$ cat src/rtl/seven_segment_scanner.sv
// Multiplexed hex display driver: accepts a packed hex value and scans it onto a
// shared abcdefg segment bus with one-hot digit enables and frame-aligned updates.
module seven_segment_scanner #(
  parameter int unsigned DIGITS      = 4,
  parameter int unsigned REFRESH_DIV = 4
) (
  input  logic                  clk,
  input  logic                  rst,
  input  logic                  load,
  input  logic [4*DIGITS-1:0]   value,
  input  logic                  blank_lz,
  output logic                  ready,
  output logic [6:0]            segments,
  output logic [DIGITS-1:0]     digit_en,
  output logic                  frame_done
);

  localparam int unsigned VAL_W    = 4 * DIGITS;
  localparam int unsigned IDX_W    = (DIGITS > 1) ? $clog2(DIGITS) : 1;
  localparam int unsigned DIV_W    = (REFRESH_DIV > 1) ? $clog2(REFRESH_DIV) : 1;
  localparam logic [IDX_W-1:0] IDX_LAST = IDX_W'(DIGITS - 1);
  localparam logic [DIV_W-1:0] DIV_LAST = DIV_W'(REFRESH_DIV - 1);

  typedef enum logic {IDLE, SCAN} state_t;

  state_t             state, state_n;
  logic [IDX_W-1:0]   idx, idx_n;
  logic [DIV_W-1:0]   div, div_n;
  logic [VAL_W-1:0]   shown, shown_n, pend, pend_n;
  logic               shown_blz, shown_blz_n, pend_blz, pend_blz_n;
  logic               pending, pending_n;
  logic               ready_n, frame_done_n;
  logic [6:0]         segments_n;
  logic [DIGITS-1:0]  digit_en_n;
  logic               accept_c, frame_end_c, upper_zero_c;
  logic [3:0]         nib_c;

  function automatic logic [6:0] encode(input logic [3:0] n);
    case (n)
      4'h0: encode = 7'b1111110;
      4'h1: encode = 7'b0110000;
      4'h2: encode = 7'b1101101;
      4'h3: encode = 7'b1111001;
      4'h4: encode = 7'b0110011;
      4'h5: encode = 7'b1011011;
      4'h6: encode = 7'b1011111;
      4'h7: encode = 7'b1110000;
      4'h8: encode = 7'b1111111;
      4'h9: encode = 7'b1110011;
      4'hA: encode = 7'b1110111;
      4'hB: encode = 7'b0011111;
      4'hC: encode = 7'b1001110;
      4'hD: encode = 7'b0111101;
      4'hE: encode = 7'b1001111;
      default: encode = 7'b1000111;
    endcase
  endfunction

  // State register; outputs are registered copies of the decode of the next state.
  always_ff @(posedge clk) begin
    if (rst) begin
      state      <= IDLE;
      idx        <= '0;
      div        <= '0;
      shown      <= '0;
      shown_blz  <= 1'b0;
      pend       <= '0;
      pend_blz   <= 1'b0;
      pending    <= 1'b0;
      ready      <= 1'b1;
      segments   <= '0;
      digit_en   <= '0;
      frame_done <= 1'b0;
    end else begin
      state      <= state_n;
      idx        <= idx_n;
      div        <= div_n;
      shown      <= shown_n;
      shown_blz  <= shown_blz_n;
      pend       <= pend_n;
      pend_blz   <= pend_blz_n;
      pending    <= pending_n;
      ready      <= ready_n;
      segments   <= segments_n;
      digit_en   <= digit_en_n;
      frame_done <= frame_done_n;
    end
  end

  always_comb begin
    state_n      = state;
    idx_n        = idx;
    div_n        = div;
    shown_n      = shown;
    shown_blz_n  = shown_blz;
    pend_n       = pend;
    pend_blz_n   = pend_blz;
    pending_n    = pending;
    segments_n   = '0;
    digit_en_n   = '0;
    frame_done_n = 1'b0;
    nib_c        = 4'h0;
    upper_zero_c = 1'b1;
    accept_c     = load && ready;
    frame_end_c  = (state == SCAN) && (idx == IDX_LAST) && (div == DIV_LAST);

    case (state)
      IDLE: begin
        if (accept_c) begin
          state_n     = SCAN;
          shown_n     = value;
          shown_blz_n = blank_lz;
          idx_n       = '0;
          div_n       = '0;
        end
      end
      SCAN: begin
        if (div == DIV_LAST) begin
          div_n = '0;
          idx_n = (idx == IDX_LAST) ? '0 : idx + IDX_W'(1);
        end else begin
          div_n = div + DIV_W'(1);
        end
        // Updates land only on frame boundaries; a load coinciding with one bypasses the pending slot.
        if (frame_end_c && pending) begin
          shown_n     = pend;
          shown_blz_n = pend_blz;
          pending_n   = 1'b0;
        end else if (frame_end_c && accept_c) begin
          shown_n     = value;
          shown_blz_n = blank_lz;
        end else if (accept_c) begin
          pend_n     = value;
          pend_blz_n = blank_lz;
          pending_n  = 1'b1;
        end
      end
      default: state_n = IDLE;
    endcase

    ready_n = !pending_n;

    if (state_n == SCAN) begin
      for (int j = 0; j < int'(DIGITS); j++) begin
        if (j == int'(idx_n)) nib_c = shown_n[j*4 +: 4];
        if (j >= int'(idx_n) && shown_n[j*4 +: 4] != 4'h0) upper_zero_c = 1'b0;
      end
      digit_en_n   = DIGITS'(1) << idx_n;
      segments_n   = (shown_blz_n && idx_n != '0 && upper_zero_c) ? 7'b0000000 : encode(nib_c);
      frame_done_n = (idx_n == IDX_LAST) && (div_n == DIV_LAST);
    end
  end

endmodule

$ cat config.mk
export PLATFORM = sky130hd
export DESIGN_NAME = seven_segment_scanner
export DESIGN_NICKNAME = d
export VERILOG_FILES = /design/src/rtl/seven_segment_scanner.sv
export SDC_FILE = /design/constraint.sdc
export NUM_CORES = 1
export LEC_CHECK = 0
export CORE_MARGIN = 10
export CORE_UTILIZATION = 55
export DETAILED_ROUTE_END_ITERATION = 10
export GPL_ROUTABILITY_DRIVEN = 0
export PLACE_DENSITY = 0.78
export SLEW_MARGIN = 20
export SYNTH_ARGS = -nofsm -noshare
export SYNTH_HDL_FRONTEND = slang
export SYNTH_SLANG_ARGS = --single-unit
$ cat constraint.sdc
create_clock -name clk -period 8.65 [get_ports clk]
set_input_delay 1.2975 -clock clk [delete_from_list [all_inputs] [get_ports clk]]
set_output_delay 1.2975 -clock clk [all_outputs]
set_load 0.02 [all_outputs]
==> impl_metrics.env, run 1 <==
export IMPL_portBuffers=32
export IMPL_synth_common_cells="nand2_1 (59), dfxtp_1 (53), nor2_1 (29)"
export IMPL_finalHoldViolations=0
export IMPL_syn_nets=377
export IMPL_dr_total_vias=2625
export IMPL_grt_usage_pct=17.0
export IMPL_synth_area_top_cells="dfxtp_1 (36%), nand2_1 (7.6%), a21oi_1 (4.8%)"
export IMPL_fp_dieH_um=92.9
export IMPL_clk_insertion_delay_late_ns=0.31
export IMPL_initial_core_util_pct=56.9
export IMPL_cts_repair_resized=0
export IMPL_ys_async_sr_fraction_pct=0
export IMPL_cts_buffers=5
export IMPL_grt_overflow=0
export IMPL_place_area_sq_um=3210
export IMPL_n_antenna_cell=0
export IMPL_finalSetupViolCount=0
export IMPL_place_inst=429
export IMPL_use_met1_pct=21.8
export IMPL_syn_cell_area_sq_um=2930
export IMPL_syn_to_final_growth_pct=12.6
export IMPL_synth_top_area_share_pct=36.3
export IMPL_die_w_um=92.9
export IMPL_yosys_most_used_dff="dfxtp_1"
export IMPL_max_cap_violations=0
export IMPL_min_period_over_period_pct=56.5
export IMPL_status="complete, no violations"
export IMPL_post_cts_buffers=0
export IMPL_cts_buffer_depth=2
export IMPL_tightest_slew_ns=0.932
export IMPL_core_area_sq_um=5140
export IMPL_arrival_ns=5.07
export IMPL_powerDensity_nw_per_um2=176
export IMPL_grt_setup_unrepaired="no"
export IMPL_clk_pin_slew_ns=0.10
export IMPL_firstDrtPassIters=5
export IMPL_crit_type="input port to register"
export IMPL_num_io_pins=33
export IMPL_layout_setup_ws_ns=3.77
export IMPL_post_route_min_period_ns=4.88
export IMPL_postCtsHoldBufs=0
export IMPL_power_mw=0.579
export IMPL_fin_nets=395
export IMPL_synth_top_cell_by_area="dfxtp_1"
export IMPL_peakVddDrop_v=0.0000836
export IMPL_root_buffer="clkbuf_8"
export IMPL_utilization_pct=64.1
export IMPL_clock_sinks=53
export IMPL_cts_tree="done"
export IMPL_min_path_type="register to register"
export IMPL_viasPerCell=6.01
export IMPL_final_layout_size_suffix_gt1_share_pct=8.72
export IMPL_cp_start_kind="input port"
export IMPL_slew_headroom_pct=36.1
export IMPL_top_usage_layer="met2"
export IMPL_fin_worst_skew_ns=0.00581
export IMPL_detailedPlacementHpwl_um=4940
export IMPL_worstPathMaxFanout=23
export IMPL_fillers=486
export IMPL_ys_types=56
export IMPL_num_rows=26
export IMPL_yosysMostFrequentCell="nand2_1"
export IMPL_dp_worst_setup_slack_ns=3.49
export IMPL_wl_per_cell_um=16.5
export IMPL_gr_usage_met3_pct=2.66
export IMPL_syn_area_per_cell_sq_um=8.41
export IMPL_slew_violations=0
export IMPL_use_met2_pct=28.2
export IMPL_leakagePower_nw=1.25
export IMPL_setup_tns_ns=0
export IMPL_crit_path_end_kind="register"
export IMPL_drtIter0Drc=215
export IMPL_drt_total_wl_um=7220
export IMPL_required_ns=8.84
export IMPL_synth_edf_count=0
export IMPL_grt_pass1_vias=2503
export IMPL_route_detailed_drc=0
export IMPL_hold_slack_ns=0.463
export IMPL_grt_pass1_wl_um=12200
export IMPL_max_freq_mhz=205
export IMPL_h_tree_depth=2
export IMPL_grt_max_degree=42
export IMPL_ys_ff_latch=53
export IMPL_yosysWarnings=0
export IMPL_dieArea_sq_um=8640
export IMPL_postSynthCellCount=348
export IMPL_ant_nets=0
export IMPL_antenna_found_initial=0
export IMPL_layout_cells_non_filler=437
export IMPL_seq_area_frac_synth_pct=36.3
export IMPL_final_area_sq_um=3290
## power by group
part	internal, mW	switching [mW]	total, mW	leakage (nW)
logic	0.0729	0.0935	0.166	0.772
clock network	0.0561	0.0831	0.139	0.0439
registers	0.263	0.0100	0.273	0.435
## cell usage in the layout (no fill, tap or decap), drive strengths merged, types with 3 or more instances in the layout
master          n
inv             5
ha              9
o21ai           8
nand3          18
nor3            3
clkdlybuf4s50  32
nor2b           4
nor2           29
nand4           3
dfxtp          53
a211o           4
nand2          61
clkbuf          5
buf             3
o32ai           7
mux2i           9
and3           15
mux2            6
o221ai          6
a21oi          28
a21boi         11
o211ai          7
a31o            7
a31oi           4
a211oi          3
and2            4
a221oi          3
## area by class of cell
class	instances	area (sq um)	share of cell area, %
timing repair buffer	35	343	10.4
clock buffer	5	68.8	2.09
multi-input combinational	266	1700	51.5
tap	70	87.6	2.66
inverter	5	18.8	0.570
clock inverter	3	17.5	0.532
sequential	53	1060	32.2
## worst paths after layout
check	cells after the start	from	endpoint	slack [ns]
worst min register to register	2	pend[4]	pend[4]	0.46
worst max-delay path	13	load	segments[3]	3.77
worst min-delay path	2	pend[4]	pend[4]	0.46
worst max register to register	13	div[0]	segments[3]	4.84
## logic make-up (layout without fill, tap and decap cells)
kind of cell | after synthesis | after routing | share of synthesized area, %
buf+inv | 29 | 48 | 5.73
flops | 53 | 53 | 36.3
mux | 16 | 16 | 6.71
simple gates | 147 | 147 | 24.5
compound gates | 94 | 94 | 23.0
fa+ha+maj | 9 | 9 | 3.85
## metal layers
metal / share of wire [%] / wire length, um / vias to the layer above
met1: 47 / 3390 / 1252
li1: - / - / 1287
met2: 48 / 3440 / 74
met3: 4.3 / 310 / 12
met5: 0 / 0 / -
met4: 1.2 / 87 / 0
## registers in the layout, indices dropped and copies added (netlist names)
name and count:
digit_en 4, div 2, frame_done 1, idx 2, pend 16, pend_blz 1, pending 1, ready 1
segments 7, shown 16, shown_blz 1, state 1
## critical path, stage by stage
cell and delay (ns):
clkdlybuf4s50_1 0.94, and3_1 0.62, nand2_1 0.27, nand2_1 0.13, nand3_1 0.08, o221ai_1 0.12
mux2i_1 0.10, o21ai_0 0.59, inv_1 0.19, ha_1 0.37, nor3b_1 0.16, nor2_1 0.13
a31oi_1 0.08
Power figures use the tool's default switching activity.
==> inputs of run 2 (changes only) <==
Settings changed: CORE_UTILIZATION 55 to 51, PLACE_DENSITY 0.78 to 0.76.
Clock period 8.65 ns to 4.1 ns, I/O delays scaled along.
==> run 2 against run 1 <==
- register-to-register slack lost 4.2 ns
- sequential cell count is the same
- via count grew 2.3%
- critical path type is now register to register
==> impl_metrics.env, run 2 (same netlist as run 1, synthesis figures left out) <==
export IMPL_wl_per_cell_um=16.8
export IMPL_final_area_sq_um=3350
export IMPL_clk_insertion_delay_late_ns=0.30
export IMPL_finalHoldViolations=0
export IMPL_ant_nets=0
export IMPL_drtIter0Drc=227
export IMPL_layout_setup_ws_ns=0.637
export IMPL_use_met2_pct=27.9
export IMPL_status="complete, no violations"
export IMPL_dp_worst_setup_slack_ns=0.385
export IMPL_cp_start_kind="register"
export IMPL_cts_buffer_depth=2
export IMPL_firstDrtPassIters=4
export IMPL_powerDensity_nw_per_um2=371
export IMPL_hold_slack_ns=0.462
export IMPL_n_antenna_cell=0
export IMPL_fin_nets=402
export IMPL_drt_total_wl_um=7490
export IMPL_postCtsHoldBufs=0
export IMPL_required_ns=4.28
export IMPL_crit_path_cell_trace="ha_1, nand2_1, nor2_1, nand2_1, nand3_1, o221ai_1, mux4_2, inv_1, ha_1, nor3b_1, nor2_1, a31oi_1"
export IMPL_fp_dieH_um=95.8
export IMPL_num_io_pins=33
export IMPL_min_path_type="register to register"
export IMPL_utilization_pct=60.5
export IMPL_place_inst=438
export IMPL_slew_violations=0
export IMPL_gr_usage_met3_pct=3.11
export IMPL_crit_path_max_incr_delay_ns=0.59
export IMPL_place_area_sq_um=3260
export IMPL_grt_max_degree=42
export IMPL_portBuffers=32
export IMPL_clk_pin_slew_ns=0.09
export IMPL_tightest_slew_ns=0.737
export IMPL_grt_pass1_vias=2561
export IMPL_slew_headroom_pct=50.8
export IMPL_route_detailed_drc=0
export IMPL_initial_core_util_pct=52.8
export IMPL_max_freq_mhz=289
export IMPL_post_route_min_period_ns=3.46
export IMPL_power_mw=1.24
export IMPL_final_cell_mix="nand2_1 (59), dfxtp_1 (53), clkdlybuf4s50_1 (32)"
export IMPL_use_met1_pct=21.1
export IMPL_post_cts_buffers=0
export IMPL_min_period_over_period_pct=84.5
export IMPL_syn_to_final_growth_pct=14.5
export IMPL_setup_tns_ns=0
export IMPL_cpMaxStageDelayCell="mux4_2"
export IMPL_crit_path_end_kind="register"
export IMPL_top_usage_layer="met2"
export IMPL_worstPathMaxFanout=13
export IMPL_dieArea_sq_um=9170
export IMPL_reg_largest_list="pend: 16 flops, shown: 16 flops, segments: 7 flops"
export IMPL_max_cap_violations=0
export IMPL_cts_buffers=5
export IMPL_peakVddDrop_v=0.000250
export IMPL_layout_cells_non_filler=445
export IMPL_grt_usage_pct=16.5
export IMPL_final_layout_size_suffix_gt1_share_pct=9.92
export IMPL_clock_sinks=53
export IMPL_arrival_ns=3.64
export IMPL_core_area_sq_um=5540
export IMPL_grt_pass1_wl_um=12300
export IMPL_h_tree_depth=2
export IMPL_num_rows=27
export IMPL_cts_tree="done"
export IMPL_die_w_um=95.8
export IMPL_viasPerCell=6.03
export IMPL_finalSetupViolCount=0
export IMPL_root_buffer="clkbuf_8"
export IMPL_fin_worst_skew_ns=0.00566
export IMPL_grt_overflow=0
export IMPL_dr_total_vias=2685
export IMPL_crit_type="register to register"
export IMPL_detailedPlacementHpwl_um=5320
export IMPL_leakagePower_nw=1.29
export IMPL_cts_repair_resized=0
export IMPL_grt_setup_unrepaired="no"
export IMPL_layout_commonest_cell="nand2_1"
export IMPL_antenna_found_initial=0
==> run 2: critical path, delay by kind of cell (launching register included) <==
| family | cells | cell delay, ns |
|---|---|---|
| fa+ha+maj | 2 | 0.79 |
| mux | 1 | 0.59 |
| simple gates | 6 | 1.20 |
| flops | 1 | 0.38 |
| compound gates | 2 | 0.23 |
| buf+inv | 1 | 0.15 |
==> run 2: layout make-up <==
cell class                      instances  area [sq um]
Sequential cell                        53          1060
Tap cell                               72          90.1
Timing Repair Buffer                   42           395
Multi-Input combinational cell        266          1700
Clock buffer                            7          86.3
Fill cell                             522          2190
Inverter                                5          18.8
==> run 2: final timing paths <==
kind                            startpoint           to  slack (ns)  depth (start not counted)
worst max-delay path                div[0]  segments[3]        0.64                         12
worst min-delay path              pend_blz     pend_blz        0.46                          2
worst max register to register      div[0]  segments[3]        0.64                         12
worst min register to register    pend_blz     pend_blz        0.46                          2
==> run 2: metal layers <==
metal  share of wire (%)  routed length, um
met1                  43               3190
met2                  50               3710
met3                 6.4                477
met4                 1.4                107
met5                   0                  0
==> run 2: power by group <==
part           switching (mW)  internal, mW
Sequential             0.0250         0.556
Combinational           0.198         0.164
Clock                   0.165         0.134
==> inputs of run 3 (changes only) <==
Settings changed: CORE_UTILIZATION 51 to 55, PLACE_DENSITY 0.76 to 0.78.
Clock period 4.1 ns to 3.2 ns, I/O delays scaled along.
==> run 3 against run 2 <==
- maximum frequency up 19%
- final area up 5.6%
- sequential cell count unchanged
- register-to-register slack worse by 0.34 ns
- clock power up 30%
- critical path type unchanged
- final cell count up 4.7%
- first-iteration DRC count down 2.6%
- global-route usage up 1.4 points
==> impl_metrics.env, run 3 (same netlist as run 1, synthesis figures left out) <==
export IMPL_num_rows=26
export IMPL_firstDrtPassIters=4
export IMPL_crit_type="register to register"
export IMPL_final_layout_size_suffix_gt1_share_pct=16.2
export IMPL_grt_pass1_vias=2753
export IMPL_required_ns=3.43
export IMPL_regArea_sq_um=1060
export IMPL_initial_core_util_pct=56.9
export IMPL_arrival_ns=3.14
export IMPL_power_mw=1.63
export IMPL_dr_total_vias=2781
export IMPL_detailedPlacementHpwl_um=5610
export IMPL_worstPathMaxFanout=9
export IMPL_place_area_sq_um=3430
export IMPL_n_antenna_cell=0
export IMPL_cts_buffer_depth=2
export IMPL_core_area_sq_um=5140
export IMPL_max_cap_violations=0
export IMPL_route_detailed_drc=0
export IMPL_final_cell_mix="nand2_1 (59), dfxtp_1 (53), buf_4 (33)"
export IMPL_finalHoldViolations=0
export IMPL_grt_max_degree=41
export IMPL_status="complete, no violations"
export IMPL_post_route_min_period_ns=2.91
export IMPL_peakVddDrop_v=0.000384
export IMPL_grt_usage_pct=17.9
export IMPL_powerDensity_nw_per_um2=462
export IMPL_final_area_sq_um=3540
export IMPL_slew_violations=0
export IMPL_cts_buffers=5
export IMPL_cts_tree="done"
export IMPL_antenna_found_initial=0
export IMPL_drt_total_wl_um=7830
export IMPL_num_io_pins=33
export IMPL_slew_headroom_pct=53.2
export IMPL_cp_start_kind="register"
export IMPL_post_cts_buffers=0
export IMPL_rrSetupSlack_ns=0.29
export IMPL_clock_sinks=53
export IMPL_clk_insertion_delay_late_ns=0.31
export IMPL_syn_to_final_growth_pct=20.9
export IMPL_dieArea_sq_um=8640
export IMPL_clk_pin_slew_ns=0.09
export IMPL_layout_setup_ws_ns=0.293
export IMPL_wl_per_cell_um=16.8
export IMPL_crit_path_end_kind="register"
export IMPL_fin_worst_skew_ns=0.00847
export IMPL_layout_cells_non_filler=466
export IMPL_setup_tns_ns=0
export IMPL_fp_dieH_um=92.9
export IMPL_dp_worst_setup_slack_ns=0.0337
export IMPL_root_buffer="clkbuf_8"
export IMPL_place_inst=459
export IMPL_postCtsHoldBufs=0
export IMPL_leakagePower_nw=1.39
export IMPL_viasPerCell=5.97
export IMPL_grt_setup_unrepaired="no"
export IMPL_die_w_um=92.9
export IMPL_multi_input_area_sq_um=1720
export IMPL_portBuffers=32
export IMPL_ant_nets=0
export IMPL_grt_overflow=0
export IMPL_fillers=427
export IMPL_max_freq_mhz=344
export IMPL_min_period_over_period_pct=90.8
export IMPL_grt_pass1_wl_um=13100
export IMPL_tightest_slew_ns=0.700
export IMPL_h_tree_depth=2
export IMPL_reg_largest_list="pend: 16 flops, shown: 16 flops, segments: 7 flops"
export IMPL_layout_commonest_cell="nand2_1"
export IMPL_min_path_type="register to register"
export IMPL_drtIter0Drc=221
export IMPL_fin_nets=425
export IMPL_finalSetupViolCount=0
==> run 3: cell count changes in the layout (fill, tap and decap cells not counted) <==
cell    change
buf_4      +23
and2_1      -2
and2_2      +2
ha_1        -2
ha_2        +1
ha_4        +1
==> run 3: final cells by class <==
type	count	area share [%]
Tap cell	70	2.48
Clock buffer	7	2.44
Timing Repair Buffer	65	16.1
Multi-Input combinational cell	266	48.5
Sequential cell	53	30.0
Inverter	5	0.531
==> run 3: routing by layer <==
layer / vias to the layer above / part of all wire [%] / global-route usage (%)
met2: 90 / 50 / 31.0
met4: 0 / 0.70 / 5.53
met5: - / 0 / 0
met1: 1340 / 42 / 21.5
met3: 9 / 7.0 / 3.95
li1: 1342 / - / -
==> run 3: worst max-delay path: stages (launching register included) <==
cell      delay (ns)
dfxtp_1         0.39
ha_2            0.34
nand3_2         0.10
buf_4           0.18
or3b_2          0.48
o211ai_1        0.18
mux4_2          0.33
inv_1           0.08
ha_1            0.27
or3_1           0.38
a31oi_1         0.12
==> run 3: path summary, 6_finish.rpt <==
kind,from,to,cells past startpoint
max,idx[0],segments[6],10
min,pend_blz,pend_blz,2
max reg2reg,idx[0],segments[6],10
min reg2reg,pend_blz,pend_blz,2
==> run 3: where the power goes <==
group	leakage, nW	switching [mW]	internal [mW]
registers	0.435	0.0282	0.712
clock network	0.0443	0.215	0.172
logic	0.914	0.264	0.241
total	1.39	0.507	1.12
==> run 3: per-stage QoR <==
stage	utilization, %	hold WS, ns
after detailed placement	66.8	0.448
after floorplan	-	0.432
after global placement	66.8	0.445
after global routing	68.8	0.487
after CTS	68.5	0.461
final	68.8	0.462
==> run 3: repair_timing <==
item | in CTS | in global routing
setup endpoints to repair | 0 | 7
hold endpoints to repair | 0 | 0
resized for setup | 0 | 5
